$ cat config.mk
export PLATFORM = sky130hd
export DESIGN_NAME = alu_md_seq
export DESIGN_NICKNAME = d
export VERILOG_FILES = /design/src/rtl/alu_md_pkg.sv /design/src/rtl/md_iter.sv /design/src/rtl/alu_md_seq.sv
export SDC_FILE = /design/constraint.sdc
export NUM_CORES = 1
export LEC_CHECK = 0
export CORE_MARGIN = 8
export CORE_UTILIZATION = 45
export DETAILED_ROUTE_END_ITERATION = 10
export MAX_ROUTING_LAYER = met4
export PLACE_DENSITY = 0.61
export SYNTH_ARGS = -nofsm -noshare
export SYNTH_HDL_FRONTEND = slang
export SYNTH_SLANG_ARGS = --single-unit
$ cat constraint.sdc
create_clock -name clk -period 10.98 [get_ports clk]
set_clock_uncertainty 0.1 [all_clocks]
set_input_delay 2.196 -clock clk [delete_from_list [all_inputs] [get_ports clk]]
set_output_delay 2.196 -clock clk [all_outputs]
set_load 0.01 [all_outputs]
$ cat src/rtl/alu_md_pkg.sv
// Opcodes and FSM state type shared by the sequential ALU and its mul/div iterator.
package alu_md_pkg;
   localparam logic [3:0] ALU_AND   = 4'b0000;
   localparam logic [3:0] ALU_OR    = 4'b0001;
   localparam logic [3:0] ALU_ADD   = 4'b0010;
   localparam logic [3:0] ALU_SLTU  = 4'b0011;
   localparam logic [3:0] ALU_XOR   = 4'b0100;
   localparam logic [3:0] ALU_SUB   = 4'b0110;
   localparam logic [3:0] ALU_SLT   = 4'b0111;
   localparam logic [3:0] ALU_PASSB = 4'b1000;
   localparam logic [3:0] ALU_MULT  = 4'b1001;
   localparam logic [3:0] ALU_MULTU = 4'b1010;
   localparam logic [3:0] ALU_DIV   = 4'b1011;
   localparam logic [3:0] ALU_NOR   = 4'b1100;
   localparam logic [3:0] ALU_DIVU  = 4'b1101;
   localparam logic [3:0] ALU_MFHI  = 4'b1110;
   localparam logic [3:0] ALU_MFLO  = 4'b1111;

   typedef enum logic [1:0] {IDLE, RUN, FIX} md_state_t;
endpackage

$ cat src/rtl/md_iter.sv
// Iterative shift-add multiplier / restoring divider on operand magnitudes, with sign fixup.
module md_iter
   import alu_md_pkg::*;
#(
   parameter int WIDTH = 32,
   parameter int CNT_W = $clog2(WIDTH) + 1
) (
   input  logic             clk,
   input  logic             reset,
   input  logic             load_i,
   input  logic             step_i,
   input  logic             signed_i,
   input  logic             div_i,
   input  logic [WIDTH-1:0] a_i,
   input  logic [WIDTH-1:0] b_i,
   output logic             finish_o,
   output logic [WIDTH-1:0] hi_next_o,
   output logic [WIDTH-1:0] lo_next_o
);
   // acc_q: multiply = {partial product, multiplier}; divide = {remainder, dividend/quotient}
   logic [2*WIDTH-1:0] acc_q, acc_d;
   logic [WIDTH-1:0]   b_q;
   logic [CNT_W-1:0]   cnt_q;
   logic               div_q, neg_a_q, neg_b_q, dz_q;

   logic               a_neg, b_neg;
   logic [WIDTH-1:0]   a_mag, b_mag;
   logic [WIDTH:0]     msum, rsh, dsub;
   logic               qbit;
   logic [2*WIDTH-1:0] prod_fix;
   logic [WIDTH-1:0]   q_fix, r_fix;

   always_comb begin
      a_neg = signed_i & a_i[WIDTH-1];
      b_neg = signed_i & b_i[WIDTH-1];
      a_mag = a_neg ? -a_i : a_i;
      b_mag = b_neg ? -b_i : b_i;

      msum  = {1'b0, acc_q[2*WIDTH-1:WIDTH]} + {1'b0, b_q & {WIDTH{acc_q[0]}}};
      rsh   = {acc_q[2*WIDTH-1:WIDTH], acc_q[WIDTH-1]};
      dsub  = rsh - {1'b0, b_q};
      qbit  = ~dsub[WIDTH];
      if (div_q)
         acc_d = {(qbit ? dsub[WIDTH-1:0] : rsh[WIDTH-1:0]), acc_q[WIDTH-2:0], qbit};
      else
         acc_d = {msum, acc_q[WIDTH-1:1]};

      // Remainder follows the dividend's sign; divide-by-zero forces an all-ones quotient.
      prod_fix = (neg_a_q ^ neg_b_q) ? -acc_q : acc_q;
      q_fix    = dz_q ? {WIDTH{1'b1}} :
                 ((neg_a_q ^ neg_b_q) ? -acc_q[WIDTH-1:0] : acc_q[WIDTH-1:0]);
      r_fix    = neg_a_q ? -acc_q[2*WIDTH-1:WIDTH] : acc_q[2*WIDTH-1:WIDTH];
      hi_next_o = div_q ? r_fix : prod_fix[2*WIDTH-1:WIDTH];
      lo_next_o = div_q ? q_fix : prod_fix[WIDTH-1:0];
      finish_o  = (cnt_q == CNT_W'(WIDTH-1));
   end

   always_ff @(posedge clk) begin
      if (reset) begin
         acc_q   <= '0;
         b_q     <= '0;
         cnt_q   <= '0;
         div_q   <= 1'b0;
         neg_a_q <= 1'b0;
         neg_b_q <= 1'b0;
         dz_q    <= 1'b0;
      end else if (load_i) begin
         acc_q   <= {{WIDTH{1'b0}}, a_mag};
         b_q     <= b_mag;
         cnt_q   <= '0;
         div_q   <= div_i;
         neg_a_q <= a_neg;
         neg_b_q <= b_neg;
         dz_q    <= div_i & (b_i == '0);
      end else if (step_i) begin
         acc_q <= acc_d;
         cnt_q <= cnt_q + CNT_W'(1);
      end
   end
endmodule

$ cat src/rtl/alu_md_seq.sv
// Registered ALU with iterative mul/div and HI/LO registers; one op per start, result on done.
module alu_md_seq
   import alu_md_pkg::*;
#(
   parameter int WIDTH = 32,
   parameter int CNT_W = $clog2(WIDTH) + 1
) (
   input  logic             clk,
   input  logic             reset,
   input  logic             start,
   input  logic [3:0]       alu_cont,
   input  logic [WIDTH-1:0] op1,
   input  logic [WIDTH-1:0] op2,
   output logic             ready,
   output logic             done,
   output logic [WIDTH-1:0] alu_result,
   output logic             z,
   output logic [WIDTH-1:0] hi,
   output logic [WIDTH-1:0] lo
);
   md_state_t        state_q, state_d;
   logic [WIDTH-1:0] res_q, hi_q, lo_q, simple_res, hi_next, lo_next;
   logic             z_q, done_q, is_md, finish;
   logic             accept_simple, load_md, step_md, fix_md;

   assign is_md = (alu_cont == ALU_MULT) || (alu_cont == ALU_MULTU) ||
                  (alu_cont == ALU_DIV)  || (alu_cont == ALU_DIVU);

   always_comb begin
      simple_res = '0;
      case (alu_cont)
         ALU_ADD:   simple_res = op1 + op2;
         ALU_SUB:   simple_res = op1 - op2;
         ALU_AND:   simple_res = op1 & op2;
         ALU_OR:    simple_res = op1 | op2;
         ALU_PASSB: simple_res = op2;
         ALU_SLT:   simple_res = {{(WIDTH-1){1'b0}}, $signed(op1) < $signed(op2)};
         ALU_SLTU:  simple_res = {{(WIDTH-1){1'b0}}, op1 < op2};
         ALU_NOR:   simple_res = ~(op1 | op2);
         ALU_XOR:   simple_res = op1 ^ op2;
         ALU_MFHI:  simple_res = hi_q;
         ALU_MFLO:  simple_res = lo_q;
         default:   simple_res = '0;
      endcase
   end

   always_ff @(posedge clk) begin
      if (reset) state_q <= IDLE;
      else       state_q <= state_d;
   end

   always_comb begin
      state_d = state_q;
      case (state_q)
         IDLE:    if (start && is_md) state_d = RUN;
         RUN:     if (finish) state_d = FIX;
         FIX:     state_d = IDLE;
         default: state_d = IDLE;
      endcase
   end

   always_comb begin
      ready         = (state_q == IDLE);
      accept_simple = ready & start & ~is_md;
      load_md       = ready & start & is_md;
      step_md       = (state_q == RUN);
      fix_md        = (state_q == FIX);
   end

   md_iter #(.WIDTH(WIDTH), .CNT_W(CNT_W)) u_md_iter (
      .clk       (clk),
      .reset     (reset),
      .load_i    (load_md),
      .step_i    (step_md),
      .signed_i  ((alu_cont == ALU_MULT) || (alu_cont == ALU_DIV)),
      .div_i     ((alu_cont == ALU_DIV) || (alu_cont == ALU_DIVU)),
      .a_i       (op1),
      .b_i       (op2),
      .finish_o  (finish),
      .hi_next_o (hi_next),
      .lo_next_o (lo_next)
   );

   always_ff @(posedge clk) begin
      if (reset) begin
         res_q  <= '0;
         z_q    <= 1'b1;
         done_q <= 1'b0;
         hi_q   <= '0;
         lo_q   <= '0;
      end else begin
         done_q <= 1'b0;
         if (accept_simple) begin
            res_q  <= simple_res;
            z_q    <= (simple_res == '0);
            done_q <= 1'b1;
         end else if (fix_md) begin
            hi_q   <= hi_next;
            lo_q   <= lo_next;
            res_q  <= lo_next;
            z_q    <= (lo_next == '0);
            done_q <= 1'b1;
         end
      end
   end

   assign done       = done_q;
   assign alu_result = res_q;
   assign z          = z_q;
   assign hi         = hi_q;
   assign lo         = lo_q;
endmodule

==> results.json <==
{
  "outcome": "finished, violations left",
  "violations": "max-capacitance violations, max-slew violations",
  "clkSinkCount": 206,
  "synth-simple-area-share_pct": 22.09,
  "path_cells": "clkdlybuf4s50_1 -> inv_1 -> ha_1 -> inv_1 -> a21oi_1 -> o31ai_1 -> nor4_1 -> o31ai_1 -> a21oi_1 -> o32a_1 -> o21ai_0 -> nor4b_1 -> nand4b_1 -> o31ai_1",
  "yosysUniqueCellTypes": 98,
  "synth-compound-area-share_pct": 31.94,
  "vias": 25120,
  "first_pass_iters": 7,
  "cts_root_buf": "clkbuf_16",
  "ys_seq_area_share_pct": 19.02,
  "drive_above_1_share_pct": 5.060,
  "synth_area_um2": 21690,
  "dieArea_um2": 55470,
  "worstSkewPairLatency_ns": 0.59,
  "synth_nets": 3278,
  "synth_xor_area_share_pct": 6.785,
  "power_density_nw_per_um2": 110.3,
  "drtIter0Drc": 3419,
  "start_util_pct": 45.52,
  "postCtsSetupBuffers": 0,
  "crit_path_top_delay_cell": "nor4_1",
  "fin_setup_tns_ns": 0,
  "detail-route-antenna-nets": 0,
  "post-route-period-util_pct": 62.52,
  "critPathTopFamily": "compound AO/OA/AOI/OAI gates",
  "core_um2": 47650,
  "synth.area.mux_share_pct": 3.219,
  "vdd.ir_drop.worst_uv": 98.39,
  "max_clock_freq_mhz": 145.7,
  "dp_slack_ns": 3.781,
  "grt_overflow": 0,
  "hp-class": "reg -> reg",
  "dieHeight_um": 235.5,
  "clk_pin_slew_ns": 0.06,
  "critPathBufInv": 3,
  "placedCellCount": 3653,
  "synth_ff_type": "dfxtp_1",
  "antenna_found_initial": 1,
  "postCtsResizedCells": 0,
  "slew_headroom_pct": -0.3242,
  "vias_per_cell": 6.792,
  "synth_top_family_by_area": "compound AO/OA/AOI/OAI gates",
  "grt_pass1_vias": 23460,
  "io_buffers": 169,
  "cts_made_buffers": 25,
  "cp_max_fo": 12,
  "synth_top_area_share_pct": 19.02,
  "fin_crit_ns": 6.865,
  "async_flop_share_pct": 0,
  "netlist_top_cells_area": "dfxtp_1 19%, ha_1 9.9%, a21oi_1 5.9%",
  "layout.nets": 3312,
  "p_leak_nw": 9.503,
  "ys_ff_latch": 206,
  "setup_violations": 0,
  "worst_slack_ns": 4.115,
  "instances_no_fill": 3699,
  "cp-end-kind": "flop",
  "area_growth_pct": 13.48,
  "synth_area_leader_cell": "dfxtp_1",
  "grt_max_degree": 85,
  "grt_use_total_pct": 37.79,
  "worst_pin_slew_ns": 1.493,
  "synth_adder_area_share_pct": 10.29,
  "io_pins": 170,
  "max-clock-path-buffers": 3,
  "drc": 0,
  "dp_hpwl_mm": 83.54,
  "cts_hold_buf": 0,
  "grt_pass1_wl_mm": 158.0,
  "drv_cap": 1,
  "critPathMaxStageDelay_ns": 1.08,
  "arrival_ns": 7.27,
  "num-fill-cells": 4738,
  "routabilityCongestion": 1.088,
  "rsz0062_at_grt": "false",
  "synth_cells": 3031,
  "die_w_um": 235.5,
  "rows": 80,
  "placed_cell_area_um2": 23710,
  "wirelength_mm": 107.7,
  "crit_top_cell": "o31ai_1",
  "htreeDepth": 1,
  "maxSlewViolCount": 1,
  "fin_area_um2": 24610,
  "timing.final.hold_violations": 0,
  "syn_area_per_cell_um2": 7.155,
  "synth_warnings": 0,
  "synth-edff-count": 0,
  "cts_tree": "done",
  "finalPower_mw": 2.715,
  "path_class": "in -> reg",
  "worstSetupStartpointType": "input pin",
  "wire_per_inst_um": 29.13,
  "critPathRequiredTime_ns": 11.39
}
## per-layer routing
metal | vias to the layer above | share of wire [%] | global-route usage, %
met5 | - | 0 | -
met4 | 0 | 6.0 | 19.25
met3 | 314 | 10 | 7.303
met2 | 1577 | 44 | 58.38
met1 | 12030 | 39 | 46.63
li1 | 11200 | - | -
## per-stage QoR
stage / hold WS [ns] / util, %
6_report: 0.3583 / 51.65
4_1_cts: 0.3602 / 51.65
2_1_floorplan: 0.3319 / -
3_3_place_gp: 0.3449 / 49.77
3_5_place_dp: 0.3526 / 49.77
5_1_grt: 0.3807 / 51.65
## cell usage after synthesis (all sizes together) (11+ instances only)
master,instances
a21oi,255
o211a,11
xnor2,124
inv,156
buf,37
clkbuf,170
nor2,317
a221oi,27
o22ai,17
a22o,19
nor3,84
a31oi,64
o41ai,12
ha,172
mux2i,57
xor2,44
nand2,282
a22oi,20
o211ai,45
a21o,51
nor2b,25
o21bai,14
a221o,11
or3,40
nor4,30
and2,20
nand2b,35
o21ai,207
a211oi,102
o21a,21
a311oi,12
or2,15
and3,20
or4,16
a2111oi,12
o31ai,30
a21boi,11
nand3,62
dfxtp,206
nand4,26
## cell usage in the layout, fill, tap and decap left out, drive strengths merged, types with 27 or more instances in the layout
master	n
nor3	84
clkbuf	33
a211oi	102
a21oi	255
dfxtp	206
a221oi	27
o21ai	207
a31oi	64
ha	172
nand2b	35
nand2	282
o211ai	45
a21o	51
or3	40
xnor2	124
nor4	30
inv	158
nor2	317
clkdlybuf4s50	165
nand3	62
xor2	44
o31ai	30
mux2i	57
buf	49
## final timing paths
kind	cells past startpoint	start	end	slack (ns)
worst max-delay path	14	op2[12]	z	4.12
worst min-delay path	2	alu_result[2]	alu_result[2]	0.36
worst max register to register	14	u_md_iter.acc_q[31]	u_md_iter.acc_q[59]	5.51
worst min register to register	2	alu_result[2]	alu_result[2]	0.36
## cells by family (layout without fill, tap and decap cells)
kind of cell	count (synthesis)	count (layout)
AO/OA/AOI/OAI	1040	1040
XOR/XNOR	168	168
adder cells (fa/ha/maj)	176	176
buffers and inverters	365	417
flip-flops	206	206
multiplexers	67	67
other	0	1
AND/OR/NAND/NOR	1009	1009
## final cells by class
cell class | count | area [µm²] | area share [%]
Antenna cell | 1 | 2.502 | 0.01017
Clock buffer | 33 | 705.7 | 2.867
Clock inverter | 12 | 188.9 | 0.7677
Inverter | 158 | 593.1 | 2.410
Multi-Input combinational cell | 2460 | 16210 | 65.86
Sequential cell | 206 | 4128 | 16.77
Tap cell | 615 | 769.5 | 3.127
Timing Repair Buffer | 214 | 2016 | 8.190
## tightest hold or removal path: stages, from the launching register on
cell     delay, ns
dfxtp_1       0.31
nand2_1       0.05
a21oi_1       0.05
## registers in the layout, summed over array words and instances (netlist names), 2 cells and up
register / count
u_md_iter.acc_q: 64
u_md_iter.cnt_q: 6
hi: 32
state_q: 2
lo: 32
alu_result: 32
u_md_iter.b_q: 32
## power by group
part	total [mW]	switching, mW	internal (mW)
registers	0.823	0.0454	0.777
clock network	0.922	0.374	0.549
logic	0.970	0.631	0.339
No activity file was read; power rests on OpenSTA's default activity.
